--- src/rtl/mersenne_trial_ctrl.sv ---
// mersenne_trial_ctrl: tests whether q divides 2^p-1 via 2^p mod q using shared squarer/divider.
// Optional macro MERSENNE_MOD8_FILTER_EN rejects q with q mod 8 not in {1,7} before exponentiation.
`default_nettype none

module mersenne_trial_ctrl #(
  parameter int SQ_LATENCY = 1
) (
  input  logic        sys_clk,
  input  logic        sys_rst_n,
  input  logic        start,
  input  logic [31:0] exponent,
  input  logic [31:0] candidate,
  output logic        busy,
  output logic        done,
  output logic        is_factor,
  output logic        err,
  output logic [31:0] sq_x,
  input  logic [63:0] sq_y,
  output logic        div_start,
  output logic [63:0] div_numerator,
  output logic [31:0] div_denominator,
  input  logic        div_finished,
  input  logic [31:0] div_remainder
);

  localparam int CW = $clog2(SQ_LATENCY + 1);
  localparam logic [CW-1:0] LAT_LAST = CW'(SQ_LATENCY - 1);

  typedef enum logic [3:0] {
    S_IDLE, S_CHECK, S_SCAN, S_SQUARE, S_DIV_START,
    S_DIV_WAIT, S_DOUBLE, S_NEXT, S_DONE
  } state_t;

  state_t         state_q;
  logic [31:0]    p_q, q_q, r_q, sq_x_q;
  logic [4:0]     idx_q;
  logic [CW-1:0]  lat_q;
  logic [63:0]    num_q;
  logic           busy_q, done_q, is_factor_q, err_q, div_start_q;
  logic [32:0]    dbl_t;
  logic [31:0]    dbl_d;

  // r < q, so one conditional subtract keeps 2r reduced mod q.
  assign dbl_t = {r_q, 1'b0};
  assign dbl_d = (dbl_t >= {1'b0, q_q}) ? 32'(dbl_t - {1'b0, q_q}) : dbl_t[31:0];

  always_ff @(posedge sys_clk or negedge sys_rst_n) begin
    if (!sys_rst_n) begin
      state_q     <= S_IDLE;
      p_q         <= '0;
      q_q         <= '0;
      r_q         <= 32'd1;
      idx_q       <= '0;
      lat_q       <= '0;
      sq_x_q      <= '0;
      num_q       <= '0;
      busy_q      <= 1'b0;
      done_q      <= 1'b0;
      is_factor_q <= 1'b0;
      err_q       <= 1'b0;
      div_start_q <= 1'b0;
    end else begin
      done_q      <= 1'b0;
      div_start_q <= 1'b0;
      case (state_q)
        S_IDLE: begin
          if (start) begin
            p_q         <= exponent;
            q_q         <= candidate;
            is_factor_q <= 1'b0;
            err_q       <= 1'b0;
            busy_q      <= 1'b1;
            state_q     <= S_CHECK;
          end
        end
        S_CHECK: begin
          if (q_q < 32'd2 || p_q == 32'd0) begin
            err_q   <= 1'b1;
            state_q <= S_DONE;
          end
`ifdef MERSENNE_MOD8_FILTER_EN
          else if (q_q[2:0] != 3'd1 && q_q[2:0] != 3'd7) begin
            r_q     <= 32'd0;  // forces is_factor low in DONE
            state_q <= S_DONE;
          end
`endif
          else begin
            r_q     <= 32'd1;
            idx_q   <= 5'd31;
            state_q <= S_SCAN;
          end
        end
        S_SCAN: begin
          if (p_q[idx_q]) state_q <= S_DOUBLE;
          else            idx_q   <= idx_q - 5'd1;
        end
        S_SQUARE: begin
          if (lat_q == LAT_LAST) begin
            num_q       <= sq_y;
            div_start_q <= 1'b1;
            state_q     <= S_DIV_START;
          end else begin
            lat_q <= lat_q + 1'b1;
          end
        end
        S_DIV_START: state_q <= S_DIV_WAIT;
        S_DIV_WAIT: begin
          if (div_finished) begin
            r_q     <= div_remainder;
            state_q <= p_q[idx_q] ? S_DOUBLE : S_NEXT;
          end
        end
        S_DOUBLE: begin
          r_q     <= dbl_d;
          state_q <= S_NEXT;
        end
        S_NEXT: begin
          if (idx_q == 5'd0) begin
            state_q <= S_DONE;
          end else begin
            idx_q   <= idx_q - 5'd1;
            sq_x_q  <= r_q;
            lat_q   <= '0;
            state_q <= S_SQUARE;
          end
        end
        S_DONE: begin
          is_factor_q <= (r_q == 32'd1) && !err_q;
          done_q      <= 1'b1;
          busy_q      <= 1'b0;
          state_q     <= S_IDLE;
        end
        default: state_q <= S_IDLE;
      endcase
    end
  end

  assign busy            = busy_q;
  assign done            = done_q;
  assign is_factor       = is_factor_q;
  assign err             = err_q;
  assign sq_x            = sq_x_q;
  assign div_start       = div_start_q;
  assign div_numerator   = num_q;
  assign div_denominator = q_q;

endmodule

`default_nettype wire

--- config.mk ---
export PLATFORM = sky130hd
export DESIGN_NAME = mersenne_trial_ctrl
export DESIGN_NICKNAME = d
export VERILOG_FILES = /design/src/rtl/mersenne_trial_ctrl.sv
export SDC_FILE = /design/constraint.sdc
export NUM_CORES = 1
export LEC_CHECK = 0
export BUFFER_PORTS_ARGS = -buffer_cell sky130_fd_sc_hd__buf_2
export CAP_MARGIN = 40
export CORE_AREA = 2 2 170 172
export CTS_CLUSTER_DIAMETER = 30
export DETAILED_ROUTE_END_ITERATION = 6
export DIE_AREA = 0 0 172 174
export PLACE_DENSITY = 0.61
export SLEW_MARGIN = 20
export SYNTH_ARGS = -nofsm -noshare
export SYNTH_HDL_FRONTEND = slang
export SYNTH_SLANG_ARGS = --single-unit
--- constraint.sdc ---
create_clock -name sys_clk -period 3.1 [get_ports sys_clk]
set_input_delay 0.62 -clock sys_clk [delete_from_list [all_inputs] [get_ports sys_clk]]
set_output_delay 0.62 -clock sys_clk [all_outputs]
set_load 0.02 [all_outputs]
# Yosys cells after proc, flatten, opt, wreduce, memory -nomap -nowiden
# Cells that the tools add are included.
# totals
register_bits,207
inputBits,164
out_inout_bits,133
word_cells,88
# classes
n_addsub,3
magnitude_cmp,3
eq_ne,17
n_mux,30
bitwise_logic,2
reduce_logical,20
# ops
op,n
$mux 32,3
$pmux 32 s3,1
$ge 33x32->1,1
$eq 32x1->1 const B,1
$logic_not 32->1,1
$lt 32x2->1 const B,1
$pmux 4 s8,1
$sub 32x32->32,1
$mux 4,6
$eq 4x3->1 const B,4
$ne 2x2->1 const B,8
$mux 5,3
$pmux 5 s3,1
$mux 1,10
$reduce_and 2->1,5
$eq 4x2->1 const B,2
$pmux 1 s2,4
$reduce_and 4->1,2
$lt 5x6->1 const B,1
$reduce_and 3->1,2
$reduce_bool 2->1,3
$reduce_bool 3->1,2
$bmux 1 s5,1
$logic_not 5->1,1
9 further kinds,10

# Depth between registers and ports, before layout
# Gate-level depths: netlist of run 1.
# depth
ltp_word,5
depth_mapped,12
depth_no_buf,11

# Worst setup path before layout of run 1
# Ideal clock, no wire load.
# synth_timing
kind,reg2reg
start,"register q_q[14], in the netlist div_denominator[14]"
end,register r_q[20]
arrival_ns,2.903
required_ns,2.967
path_slack_ns,0.064
path_stages_with_launch,13
path_buffers,2
path_cell_list,dfrtp_1 inv_1 ha_1 buf_2 a21oi_1 o21ai_0 nor2_1 o41ai_1 nand4_1 nand2_1 buf_4 mux2i_1 o21ai_0
# synth_via
elab_chain_cells,4
word_cells_on_any_way,8
classes_between,1 x add/sub; 2 x order compare; 1 x eq/ne; 2 x mux; 2 x reduce/logical
# synth_rtl
item,line,text
"start, declared",35,"logic [31:0] p_q, q_q, r_q, sq_x_q;"
"start signal, assigned",69,q_q <= candidate;
$lt 32x2->1,77,if (q_q < 32'd2 || p_q == 32'd0) begin
$logic_or 1x1->1,77,
$ne 2x2->1 (no source line),--,
$reduce_and 3->1 (no source line),--,
"end signal, assigned",109,r_q <= div_remainder;
"end signal, assigned",114,r_q <= dbl_d;
"end, declared",35,
# Parallel ways exist; a longest one is shown, timed or not.
# A chain may end at the register's enable or synchronous reset.

# Worst setup path after layout of run 1
# layout_timing
start,register r_q[26]
end,register r_q[23]
# layout_via
elab_chain_cells,3
# layout_rtl
item,line,text
$ge 33x32->1,45,"assign dbl_d = (dbl_t >= {1'b0, q_q}) ? 32'(dbl_t - {1'b0, q_q}) : dbl_t[31:0];"
$mux 32,45,
$pmux 32 s3,65,case (state_q)
# No other way between the ends.

==> results.cfg, run 1 <==
[timing]
hold_viol = 0
max_slew_margin_pct = 44.8
rsz0062_at_grt = false
period_needed_ns = 3.00
finalSetupViolCount = 0
worst_slack_ns = 0.105
tightest_slew_ns = 0.826
max_freq_mhz = 334
fin_crit_sh_pct = 96.6
holdWs_ns = 0.0556
slew_violations = 0
fin_skew_ns = 0.0223

[floorplanning]
rows = 62
io_pins = 297
fp.dieH_um = 174
coreArea_um2 = 28200
dieArea_um2 = 29900
fp.dieW_um = 172
start_util_pct = 38.5

[flow_run]
cap_violations = 0

[synthesis]
async_reset_ff_share_pct = 100
yosysTopAreaCell = dfrtp_1
yosysSeqAreaShare_pct = 47.5
avgSynthCellArea_um2 = 10.6
ys_ff_latch = 206
yosys_warnings = 0
synthFlopType = dfrtp_1
synth_area_um2 = 10900
syn_inst = 1029
synth_cell_types = 63
synth_edf_count = 0
synthTopCellsByArea = dfrtp_1 47%, mux2_2 13%, ha_1 3.8%
synth_top_area_share_pct = 47.2
synth_nets = 1227

[clock_network]
cts.sinks = 206
cts_buffers = 52
cts_tree = yes
ctsRootBufferMaster = clkbuf_16
clockBufferDepth = 3
path_clk_slew_ns = 0.04
htree_levels = 2
worstSkewPairLatency_ns = 0.55

[route]
wirelength_mm = 35.9
dr.pass1.iters = 5
routed_via_density = 5.34
vias = 9757
wire_per_inst_um = 19.7
drt_iter0_drc = 602
ant_nets = 0
drc_errors = 0

[layout]
final_cell_area_um2 = 15300
drive_gt1_share_pct = 43.8
layout_common_cells = 295 x buf_2, 205 x dfrtp_1, 129 x mux2_2
fin_util_pct = 54.4
area_growth_pct = 41.4
n_antenna_cell = 0
final_nets = 1599
layout_commonest_cell = buf_2

[placement]
detailedPlace.worstSlack_ns = -0.00868
io_buffers = 296
dpl.hpwl_mm = 27.2
gp_congestion = 0.958
place_area_um2 = 13300

[global_route]
grt_start_max_net_pins = 100
grt_pass1_vias = 10200
grt_util_all_layers_pct = 23.9
grt_pass1_wl_mm = 55.3
grt-ovfl-total = 0
antenna_found_initial = 1

[critical_path]
required_ns = 3.53
criticalPathCategory = reg2reg
cp-start-kind = register
crit_arrival_ns = 3.43
path_max_fanout = 7
worstSetupEndpointType = register

[pwr]
fin_total_pwr_uw = 22700
peakVddDrop_mv = 0.814
power.density_nw_per_um2 = 1480
p_leak_uw = 0.00727

[min_path]
hp-class = in2async

[outcome]
outcome = finished clean
[cell usage after synthesis, types with 15 or more instances]
master    instances
dfrtp_1         205
mux2_2          129
nand2_1          85
o21ai_0          74
a21oi_1          71
clkbuf_1         49
inv_1            48
nor2_1           44
ha_1             33
nor4_1           31
and3_1           23
nand4_1          18
a21o_1           17
a31oi_1          17
xnor2_1          15
[flip-flops by register name, summed over array words and instances (netlist names)]
signal           count
busy                 1
div_denominator     32
div_numerator       64
div_start            1
done                 1
err                  1
idx_q                5
is_factor            1
p_q                 32
r_q                 32
sq_x                32
state_q              4
[power breakdown]
part           leakage, µW  internal, µW  switching [µW]
combinational      0.00383          5000            6630
clock             0.000959          4330            1670
sequential         0.00248          4030            1030
[cell type report]
type | count | area (µm²)
Sequential cell | 206 | 5160
Timing Repair Buffer | 373 | 2140
Tap cell | 384 | 480
Clock buffer | 68 | 1480
Clock inverter | 27 | 483
Inverter | 48 | 180
Multi-Input combinational cell | 720 | 5420
Fill cell | 2567 | 12900
[final timing paths]
path	from	end	slack [ns]	cells past startpoint
hold reg to reg	busy$_DFFE_PN0P_	busy$_DFFE_PN0P_	0.47	1
max in group asynchronous	sys_rst_n	r_q[0]$_DFFE_PN1P_	2.25	2
hold / removal	sys_rst_n	div_denominator[22]$_DFFE_PN0P_	0.06	1
min in group sys_clk	candidate[28]	div_denominator[28]$_DFFE_PN0P_	0.29	3
setup reg to reg	r_q[26]$_DFFE_PN0P_	r_q[23]$_DFFE_PN0P_	0.10	10
setup / recovery	r_q[26]$_DFFE_PN0P_	r_q[23]$_DFFE_PN0P_	0.10	10
[cell families (layout without fill, tap and decap cells)]
| group | count (synthesis) | count (layout) | synth area share [%] |
|---|---|---|---|
| AND/OR/NAND/NOR | 259 | 259 | 11.9 |
| AO/OA/AOI/OAI | 249 | 249 | 14.3 |
| flip-flops | 206 | 206 | 47.5 |
| multiplexers | 153 | 153 | 16.7 |
| buffers and inverters | 103 | 516 | 3.64 |
| adder cells (fa/ha/maj) | 34 | 34 | 3.99 |
| XOR/XNOR | 25 | 25 | 2.02 |
[stage by stage]
stage | TNS, ns | instances
3_5_place_dp | -0.00868 | 1729
6_report | 0 | 1826
2_1_floorplan | 0 | 1029
4_1_cts | 0 | 1824
3_3_place_gp | -0.173 | 1729
5_1_grt | 0 | 1826
[routing by layer]
| metal | share of wire (%) | track usage, % | up-vias |
|---|---|---|---|
| li1 | - | - | 4553 |
| met1 | 38 | 27.5 | 4716 |
| met2 | 50 | 41.7 | 405 |
| met3 | 7.6 | 6.44 | 81 |
| met4 | 3.9 | 10.1 | 2 |
| met5 | 0.036 | 0 | - |
[what timing repair did]
action | CTS | global route
gates resized for setup | 2 | 17
hold buffers | 0 | 0
pin swaps | 0 | 4
setup endpoints to repair | 1 | 32
buffers inserted | 0 | 2
[worst max-delay path, stage by stage (launching register included)]
cell,delay [ns]
dfrtp_1,0.44
ha_1,0.44
nand4_1,0.25
nor4_2,0.46
a22oi_1,0.14
a21oi_1,0.26
a21oi_1,0.12
buf_4,0.19
a211oi_1,0.26
o311ai_0,0.15
o21a_1,0.17
Note: power is estimated with default switching activity, not from simulation.
==> run 2, diff against run 1 <==
Settings changed: REMOVE_ABC_BUFFERS from default to 1.
==> results.cfg, run 2 (synthesis gave the netlist of run 1 again) <==
[timing]
slew_violations = 0
fin_crit_sh_pct = 95.2
hold_viol = 0
period_needed_ns = 2.95
fin_skew_ns = 0.0178
finalSetupTns_ns = 0
finalSetupViolCount = 0
max_freq_mhz = 339
max_slew_margin_pct = 53.7
rsz0062_at_grt = false
worst_slack_ns = 0.150
tightest_slew_ns = 0.694

[global_route]
grt-ovfl-total = 0
antenna_found_initial = 2
grt_util_all_layers_pct = 23.1
grt_start_max_net_pins = 75
grt_pass1_vias = 9805
grt_pass1_wl_mm = 54.0

[critical_path]
cp-start-kind = register
path_max_fanout = 6
crit_arrival_ns = 3.37
required_ns = 3.52
r2r_start = div_denominator[15]$_DFFE_PN0P_
worstSetupEndpointType = register
worstSetupStartpoint = div_denominator[15]$_DFFE_PN0P_
reg2reg_slack_ns = 0.15
criticalPathCategory = reg2reg

[pwr]
peakVddDrop_mv = 0.679
clkPwrFrac_pct = 25.3
intPower_uw = 13200
power.density_nw_per_um2 = 1460
swShare_pct = 41.3
p_leak_uw = 0.00734
seqPwrFrac_pct = 22.0
p_comb_share_pct = 52.7
p_switching_uw = 9270

[route]
vias = 9783
drc_errors = 0
dr.pass1.iters = 5
wire_per_inst_um = 19.0
ant_nets = 0
routed_via_density = 5.29
wirelength_mm = 35.1
drt_iter0_drc = 631

[clock_network]
clockBufferDepth = 3
ctsRootBufferMaster = clkbuf_16
worstSkewPairLatency_ns = 0.55
path_clk_slew_ns = 0.05
cts_buffers = 52
cts_tree = yes
htree_levels = 2
cts.sinks = 206

[floorplanning]
fp.dieH_um = 174
fp.dieW_um = 172
coreArea_um2 = 28200
rows = 62
start_util_pct = 38.5
dieArea_um2 = 29900
io_pins = 297

[placement]
dp.cells = 1750
io_buffers = 296
detailedPlace.worstSlack_ns = 0.0520
dpl.hpwl_mm = 26.1
gp_congestion = 0.920

[flow_run]
cap_violations = 0

[layout]
area_growth_pct = 41.9
largest_register_ffs = 64
layout_commonest_cell = buf_2
drive_gt1_share_pct = 44.5
layout_common_cells = 295 x buf_2, 205 x dfrtp_1, 129 x mux2_2
layout.cells.non_filler = 1849
final_nets = 1620

[outcome]
outcome = finished clean

[min_path]
hp-class = in2async
-- run 2: final timing paths --
path | cells past startpoint | endpoint
max | 11 | r_q[26]$_DFFE_PN0P_
min reg2reg | 1 | busy$_DFFE_PN0P_
min | 1 | div_numerator[12]$_DFFE_PN0P_
max reg2reg | 11 | r_q[26]$_DFFE_PN0P_
max in group asynchronous | 2 | p_q[24]$_DFFE_PN0P_
min in group sys_clk | 3 | div_denominator[25]$_DFFE_PN0P_
-- run 2: power groups by stage --
stage / clock network, µW / registers (µW) / logic [µW]
3_5_place_dp: 0 / 4960 / 11600
4_1_cts: 5790 / 4940 / 11700
2_1_floorplan: 0 / 5930 / 6230
6_report: 5690 / 4940 / 11800
5_1_grt: 5960 / 5120 / 12900
3_3_place_gp: 0 / 4910 / 11500
-- run 2: cell type report --
cell class	count	area, µm²
diodes	1	2.50
inverters	48	180
multi-input cells	720	5400
clock buffers	66	1470
repair buffers	394	2300
fillers	2566	12800
flip-flops and latches	206	5160
well taps	384	480
clock inverters	30	415
-- run 2: routing by layer --
layer | vias up | GRT usage (%) | routed length (µm)
met5 | - | 0 | 13
met4 | 2 | 7.14 | 879
met3 | 63 | 5.24 | 2690
met2 | 385 | 36.8 | 16000
met1 | 4752 | 31.3 | 15500
li1 | 4581 | - | -
-- run 2: timing repair --
item,CTS,global route
hold buffers,0,0
resized for setup,0,15
endpoints found under the setup margin,0,29
setup buffers,0,2
-- run 2: worst max-delay path, stage by stage, from the launching register on --
cell and delay (ns):
dfrtp_1 0.37, inv_1 0.09, ha_2 0.38, nand4_1 0.19
or2_2 0.37, or3_1 0.35, o221ai_1 0.19, buf_4 0.17
o221ai_1 0.14, xnor2_1 0.17, a2111oi_2 0.29, a211oi_1 0.09
-- run 2: metrics by stage --
step / instance area [µm²] / utilization [%] / total power (µW) / hold WS (ns)
floorplan: 10600 / - / 12200 / 0.324
global placement: 13400 / 47.6 / 16400 / 0.458
detailed placement: 13400 / 47.6 / 16500 / 0.472
CTS: 15300 / 54.3 / 22400 / 0.106
global route: 15400 / 54.6 / 23900 / 0.132
finish: 15400 / 54.6 / 22500 / 0.0706
